$ cat config.mk
export PLATFORM = sky130hd
export DESIGN_NAME = key_debounce
export DESIGN_NICKNAME = d
export VERILOG_FILES = /design/src/rtl/key_pkg.sv /design/src/rtl/key_debounce_ch.sv /design/src/rtl/key_debounce.sv
export SDC_FILE = /design/constraint.sdc
export NUM_CORES = 1
export LEC_CHECK = 0
export BUFFER_PORTS_ARGS = -buffer_cell sky130_fd_sc_hd__buf_2
export CORE_UTILIZATION = 50
export CTS_CLUSTER_SIZE = 28
export DETAILED_ROUTE_END_ITERATION = 8
export GPL_TIMING_DRIVEN = 0
export HOLD_SLACK_MARGIN = 0.12
export PLACE_DENSITY = 0.67
export SLEW_MARGIN = 40
export SYNTH_ARGS = -nofsm -noshare
export SYNTH_HDL_FRONTEND = slang
export SYNTH_SLANG_ARGS = --single-unit
$ cat constraint.sdc
create_clock -name sys_clk -period 3.35 [get_ports sys_clk]
set_clock_uncertainty 0.05 [all_clocks]
set_input_delay 0 -clock sys_clk [delete_from_list [all_inputs] [get_ports sys_clk]]
set_output_delay 0 -clock sys_clk [all_outputs]
set_load 0.01 [all_outputs]
$ cat src/rtl/key_pkg.sv
// key_pkg: shared types and elaboration-time helpers for the key_debounce block.
//   key_state_t - per-channel debounce FSM state encoding.
//   ms_to_cycles - converts a clock frequency and a millisecond interval to a cycle count.
//   cnt_width   - counter width able to hold 0 .. n-1 (never narrower than 1 bit).
package key_pkg;

  typedef enum logic [1:0] {
    IDLE         = 2'd0,
    PRESS_WAIT   = 2'd1,
    PRESSED      = 2'd2,
    RELEASE_WAIT = 2'd3
  } key_state_t;

  // Divide first so the intermediate product stays inside 32 bits for
  // realistic clock rates (50 MHz * 1000 ms would overflow the other way).
  function automatic int unsigned ms_to_cycles(input int unsigned clk_hz,
                                               input int unsigned ms);
    return (clk_hz / 1000) * ms;
  endfunction

  // A counter that stops at n-1 needs $clog2(n) bits; a one-cycle interval
  // still needs a real (1-bit) register so the compare logic stays uniform.
  function automatic int unsigned cnt_width(input int unsigned n);
    return (n < 2) ? 1 : $clog2(n);
  endfunction

endpackage

$ cat src/rtl/key_debounce_ch.sv
// key_debounce_ch: one key channel - 2-flop synchroniser, debounce FSM, optional long-press timer.
// Latency: press/release accepted 2 + 1 + DB_CYCLES cycles after the pin first samples the new level.
// Backpressure: none; all outputs are registered levels or single-cycle pulses.
//
// Ports:
//   sys_clk     - system clock
//   rst         - synchronous active-high reset
//   key_in      - raw key pin, active-low, asynchronous to sys_clk
//   key_level   - debounced state, 1 = pressed
//   key_press   - one-cycle pulse on an accepted press
//   key_release - one-cycle pulse on an accepted release
//   key_long    - one-cycle pulse once per press after LONG_CYCLES held
//
// Build option: KEY_LONG_PRESS_EN builds the long-press counter; otherwise key_long is tied to 0.
module key_debounce_ch
  import key_pkg::*;
#(
  parameter int unsigned DB_CYCLES   = 20
`ifdef KEY_LONG_PRESS_EN
  ,
  parameter int unsigned LONG_CYCLES = 100
`endif
) (
  input  logic sys_clk,
  input  logic rst,
  input  logic key_in,
  output logic key_level,
  output logic key_press,
  output logic key_release,
  output logic key_long
);

  localparam int unsigned     DB_W    = cnt_width(DB_CYCLES);
  localparam logic [DB_W-1:0] DB_LAST = DB_W'(DB_CYCLES - 1);

  // ---------------------------------------------------------------------
  // Synchroniser. Resets to 1 (released) so a reset never looks like a
  // press edge; a key held through reset is picked up via the normal path.
  // ---------------------------------------------------------------------
  logic [1:0] sync_q;
  logic       ks;

  always_ff @(posedge sys_clk) begin
    if (rst) begin
      sync_q <= 2'b11;
    end else begin
      sync_q <= {sync_q[0], key_in};
    end
  end

  assign ks = ~sync_q[1];

  // ---------------------------------------------------------------------
  // Debounce FSM
  // ---------------------------------------------------------------------
  key_state_t      state_q, state_d;
  logic [DB_W-1:0] db_cnt_q, db_cnt_d;
  logic            level_d;
  logic            press_d;
  logic            release_d;

  always_ff @(posedge sys_clk) begin
    if (rst) begin
      state_q     <= IDLE;
      db_cnt_q    <= '0;
      key_level   <= 1'b0;
      key_press   <= 1'b0;
      key_release <= 1'b0;
    end else begin
      state_q     <= state_d;
      db_cnt_q    <= db_cnt_d;
      key_level   <= level_d;
      key_press   <= press_d;
      key_release <= release_d;
    end
  end

  always_comb begin
    state_d   = state_q;
    db_cnt_d  = db_cnt_q;
    level_d   = key_level;
    press_d   = 1'b0;
    release_d = 1'b0;

    case (state_q)
      IDLE: begin
        if (ks) begin
          state_d  = PRESS_WAIT;
          db_cnt_d = '0;
        end
      end

      PRESS_WAIT: begin
        if (!ks) begin
          // Any release during the window is treated as bounce.
          state_d = IDLE;
        end else if (db_cnt_q == DB_LAST) begin
          state_d = PRESSED;
          press_d = 1'b1;
          level_d = 1'b1;
        end else begin
          // Never reaches past DB_LAST, so the counter cannot wrap.
          db_cnt_d = db_cnt_q + 1'b1;
        end
      end

      PRESSED: begin
        if (!ks) begin
          state_d  = RELEASE_WAIT;
          db_cnt_d = '0;
        end
      end

      RELEASE_WAIT: begin
        if (ks) begin
          // Release bounce: resume the press without any output change.
          state_d = PRESSED;
        end else if (db_cnt_q == DB_LAST) begin
          state_d   = IDLE;
          release_d = 1'b1;
          level_d   = 1'b0;
        end else begin
          db_cnt_d = db_cnt_q + 1'b1;
        end
      end

      default: begin
        state_d = IDLE;
      end
    endcase
  end

  // ---------------------------------------------------------------------
  // Long-press timer. Runs only while PRESSED, so time spent rejecting a
  // release bounce pauses it rather than restarting it.
  // ---------------------------------------------------------------------
`ifdef KEY_LONG_PRESS_EN
  localparam int unsigned       LONG_W    = cnt_width(LONG_CYCLES);
  localparam logic [LONG_W-1:0] LONG_LAST = LONG_W'(LONG_CYCLES - 1);

  logic              long_clear;
  logic              long_count;
  logic [LONG_W-1:0] long_cnt_q;
  logic              long_done_q;

  // A new accepted press restarts the timer; a return from RELEASE_WAIT does not.
  assign long_clear = (state_q == PRESS_WAIT) && (state_d == PRESSED);
  assign long_count = (state_q == PRESSED);

  always_ff @(posedge sys_clk) begin
    if (rst) begin
      long_cnt_q  <= '0;
      long_done_q <= 1'b0;
      key_long    <= 1'b0;
    end else begin
      key_long <= 1'b0;
      if (long_clear) begin
        long_cnt_q  <= '0;
        long_done_q <= 1'b0;
      end else if (long_count && !long_done_q) begin
        if (long_cnt_q == LONG_LAST) begin
          // Counter parks at LONG_LAST; long_done blocks a second pulse.
          key_long    <= 1'b1;
          long_done_q <= 1'b1;
        end else begin
          long_cnt_q <= long_cnt_q + 1'b1;
        end
      end
    end
  end
`else
  assign key_long = 1'b0;
`endif

endmodule

$ cat src/rtl/key_debounce.sv
// key_debounce: multi-channel active-low push-button conditioner (level + press/release/long pulses).
// Latency: press/release accepted 2 + 1 + DB_CYCLES cycles after the pin first samples the new level.
// Backpressure: none; every output is a registered level or single-cycle pulse per key.
//
// Ports:
//   sys_clk     - system clock (CLK_FREQ_HZ)
//   rst         - synchronous active-high reset
//   key_in      - [NUM_KEYS] raw key pins, active-low, asynchronous
//   key_level   - [NUM_KEYS] debounced state, 1 = pressed
//   key_press   - [NUM_KEYS] one-cycle pulse on an accepted press
//   key_release - [NUM_KEYS] one-cycle pulse on an accepted release
//   key_long    - [NUM_KEYS] one-cycle pulse once per press after LONG_MS held
//
// Build option: KEY_LONG_PRESS_EN enables the long-press timers; without it key_long is constant 0.
module key_debounce
  import key_pkg::*;
#(
  parameter int unsigned NUM_KEYS    = 4,
  parameter int unsigned CLK_FREQ_HZ = 50_000_000,
  parameter int unsigned DEBOUNCE_MS = 20,
  parameter int unsigned LONG_MS     = 1000
) (
  input  logic                sys_clk,
  input  logic                rst,
  input  logic [NUM_KEYS-1:0] key_in,
  output logic [NUM_KEYS-1:0] key_level,
  output logic [NUM_KEYS-1:0] key_press,
  output logic [NUM_KEYS-1:0] key_release,
  output logic [NUM_KEYS-1:0] key_long
);

  localparam int unsigned DB_CYCLES   = ms_to_cycles(CLK_FREQ_HZ, DEBOUNCE_MS);
  localparam int unsigned LONG_CYCLES = ms_to_cycles(CLK_FREQ_HZ, LONG_MS);

  // A zero-cycle window would make the DB_LAST/LONG_LAST compares underflow.
  if (DB_CYCLES == 0 || LONG_CYCLES == 0) begin : g_bad_cfg
    $error("key_debounce: CLK_FREQ_HZ/DEBOUNCE_MS/LONG_MS give a zero-cycle interval");
  end

  for (genvar i = 0; i < NUM_KEYS; i++) begin : g_ch
    key_debounce_ch #(
      .DB_CYCLES   (DB_CYCLES)
`ifdef KEY_LONG_PRESS_EN
      ,
      .LONG_CYCLES (LONG_CYCLES)
`endif
    ) u_ch (
      .sys_clk     (sys_clk),
      .rst         (rst),
      .key_in      (key_in[i]),
      .key_level   (key_level[i]),
      .key_press   (key_press[i]),
      .key_release (key_release[i]),
      .key_long    (key_long[i])
    );
  end

endmodule

==> results.md <==
- Status: finished clean
- Post-synth EDFFs: 0
- Clock transition at path regs: 0.09 ns
- WL met2: 5.05 mm
- Detailed-placement wirelength estimate: 7.50 mm
- Slew at the pin closest to its max-slew limit: 0.662 ns
- Rel. slew slack: 55.7%
- CTS Sinks: 108
- PD cells: 396 mW/mm²
- Worst Hold Class: in2reg
- Internal power: 1780 µW
- Crit path required time: 3.55 ns
- Tot GR Track Use: 20.6%
- PortBufs: 16
- Final hold violations: 0
- Total CTS buffers: 9
- Synth async-reset ratio: 0%
- Die area: 0.0110 mm²
- Area grow syn2layout: 9.81%
- CTS Root Cell: clkbuf_8
- FF+latch count, synth: 108
- WL met1: 5.21 mm
- Vias in the first global route: 4159
- Antenna violations before repair: 0
- Clock power share: 37.7%
- Initial Util: 51.4%
- Core footprint: 0.0103 mm²
- Final Net Count: 663
- Die height: 105 µm
- Share of post-route cells with drive strength above 1: 12.9%
- Longest Clk Path Bufs: 2
- Max Used Layer: met4
- DRT Pass-1 Iters: 5
- Post-Layout Cell Count: 794
- Cell count after synthesis: 619
- H-tree depth reported by CTS: 3
- Crit path kind: reg2reg
- Period utilisation layout: 62.6%
- I/O pins: 22
- Critical path fanouts, max: 10
- Synthesized area per cell: 8.53 µm²
- Worst EP arrival: 2.30 ns
- Synth cell types: 64
- Final ANT Viol Nets: 0
- Switching portion of total power: 22.3%
- Placed cell area: 0.00554 mm²
- Top_reg_cell synth: dfxtp_1
- Routed len/inst: 13.6 µm
- Number of remaining DRC errors: 0
- Netlist Area Pre-Place: 0.00528 mm²
- Synth Warn #: 0
- Peak VDD IR: 0.248 mV
- Register area share after synthesis: 40.9%
- Flop pwr share: 57.0%
- Initial DRC Count: 154
- Routability Congestion: 0.846
- Routed wl met3: 410 µm
- Non-Filler Cell Area, Final: 0.00580 mm²
- Worst Setup Start Kind: register
- Largest net degree at the start of global routing: 17
- Logic gate share of total power: 5.3%
- Routed wire length: 10.8 mm
- Via-per-instance ratio: 5.61
- Max_cap viols: 0
- Setup TNS Final: 0 ns
- Fmax achieved: 0.476 GHz
- Post-layout util: 56.4%
- Final Critical Period: 2.10 ns
- Dpl cells: 774
- Fillers: 984
- Max Slew Vio Count: 0
- Vias: 4453
- Die Wd: 105 µm
- Leakage: 0.00201 µW
- Site Rows: 37
- Clock latency on the worst-skew pair: 0.37 ns
- # setup viols final: 0
- Worst setup EP type: register
- Gr ovfl total: 0
- First-pass GRT wire length: 18.8 mm
- RSZ-0062 raised after global routing: no
- CTS tree: yes
- Switching pwr: 512 µW
- Diode count: 0
per-stage QoR:
step	power [µW]	setup WS (ns)	hold slack [ns]
finish	2300	1.25	0.168
detailed placement	1460	1.29	0.135
global placement	1460	1.28	0.138
CTS	2330	1.26	0.156
floorplan	1420	1.61	0.0538
global route	2390	0.995	0.246
cell usage after synthesis, types with 5 or more instances:
| cell | instances | area, µm² |
|---|---|---|
| nand2_1 | 42 | 158 |
| o21ai_0 | 23 | 115 |
| or4_1 | 7 | 52.6 |
| inv_1 | 21 | 78.8 |
| nand3_1 | 36 | 180 |
| or3_1 | 18 | 113 |
| clkbuf_1 | 18 | 67.6 |
| nand4_1 | 17 | 106 |
| xnor2_1 | 28 | 245 |
| and3_1 | 10 | 62.6 |
| dfxtp_1 | 108 | 2160 |
| xor2_1 | 14 | 123 |
| buf_4 | 17 | 128 |
| nor3_1 | 21 | 105 |
| a21oi_1 | 24 | 120 |
| or2_2 | 10 | 62.6 |
| o211ai_1 | 6 | 45.0 |
| nor4_1 | 14 | 87.6 |
| buf_2 | 9 | 45.0 |
| and2_1 | 5 | 31.3 |
| nor2_1 | 70 | 263 |
| and4_1 | 7 | 61.3 |
logic make-up (layout without fill, tap and decap cells):
family | Yosys count | after routing | share of synthesized area, %
and+or+nand+nor | 292 | 292 | 30.6
DFF | 108 | 108 | 40.9
AOI/OAI and AO/OA | 97 | 97 | 12.0
buffers and inverters | 67 | 103 | 6.23
xor gates and xnor gates | 46 | 46 | 8.41
adders and majority gates | 4 | 4 | 0.948
muxes | 4 | 4 | 0.782
other | 1 | 4 | 0.0710
layer usage:
metal / vias to the layer above / global-route usage (%)
met5: - / 0
met4: 0 / 5.53
met3: 11 / 4.12
met2: 84 / 34.4
met1: 2102 / 27.2
li1: 2256 / -
power by group through the flow:
| stage | Clock (µW) | Combinational (µW) | Sequential, µW |
|---|---|---|---|
| global placement | 0 | 118 | 1340 |
| finish | 866 | 122 | 1310 |
| floorplan | 0 | 87.4 | 1330 |
| detailed placement | 0 | 120 | 1340 |
| global route | 947 | 136 | 1310 |
| CTS | 898 | 124 | 1310 |
cell usage in the layout (no fill, tap or decap), types with 14 or more instances in the layout:
| cell | count |
|---|---|
| clkbuf_1 | 19 |
| xnor2_1 | 28 |
| or3_1 | 18 |
| o21ai_0 | 23 |
| nor4_1 | 14 |
| inv_1 | 21 |
| nand3_1 | 36 |
| nor3_1 | 21 |
| dfxtp_1 | 108 |
| nor2_1 | 70 |
| xor2_1 | 14 |
| buf_4 | 17 |
| nand4_1 | 17 |
| nand2_1 | 42 |
| buf_2 | 25 |
| a21oi_1 | 24 |
repair_timing:
item / 4_1_cts / 5_1_grt
buffers inserted: 0 / 0
resized for setup: 0 / 0
hold buffers: 4 / 0
endpoints found under the hold margin: 4 / 0
registers in the layout, indices dropped and copies added, names as in the netlist, named ones only:
| register | count |
|---|---|
| g_ch.u_ch.key_press | 4 |
| g_ch.u_ch.db_cnt_q | 80 |
| g_ch.u_ch.key_release | 4 |
| g_ch.u_ch.sync_q | 8 |
| g_ch.u_ch.key_level | 4 |
| g_ch.u_ch.state_q | 4 |
path summary, 6_finish.rpt:
path	endpoint	slack, ns	cells after the start	start
worst max-delay path	g_ch[3].u_ch.db_cnt_q[0]	1.25	7	g_ch[3].u_ch.db_cnt_q[0]
worst min-delay path	g_ch[2].u_ch.db_cnt_q[2]	0.17	4	rst
worst max register to register	g_ch[3].u_ch.db_cnt_q[0]	1.25	7	g_ch[3].u_ch.db_cnt_q[0]
worst min register to register	g_ch[3].u_ch.sync_q[1]	0.36	1	g_ch[3].u_ch.sync_q[0]
layout make-up:
class	count	area (µm²)	share of cell area, %
clock buffer	11	141	2.44
sequential	108	2160	37.3
inverter	21	78.8	1.36
multi-input combinational	447	2800	48.3
timing repair buffer	20	120	2.07
clock inverter	5	75.1	1.29
tap	136	170	2.93
buffer	46	250	4.32
critical path, stage by stage, from the launching register on:
cell and delay (ns):
dfxtp_1 0.40, ha_1 0.19, and4_1 0.30, nand4_1 0.13, o21ai_0 0.39, buf_2 0.31
xor2_1 0.17, nor2_1 0.05
Note: power is estimated with default switching activity, not from simulation.
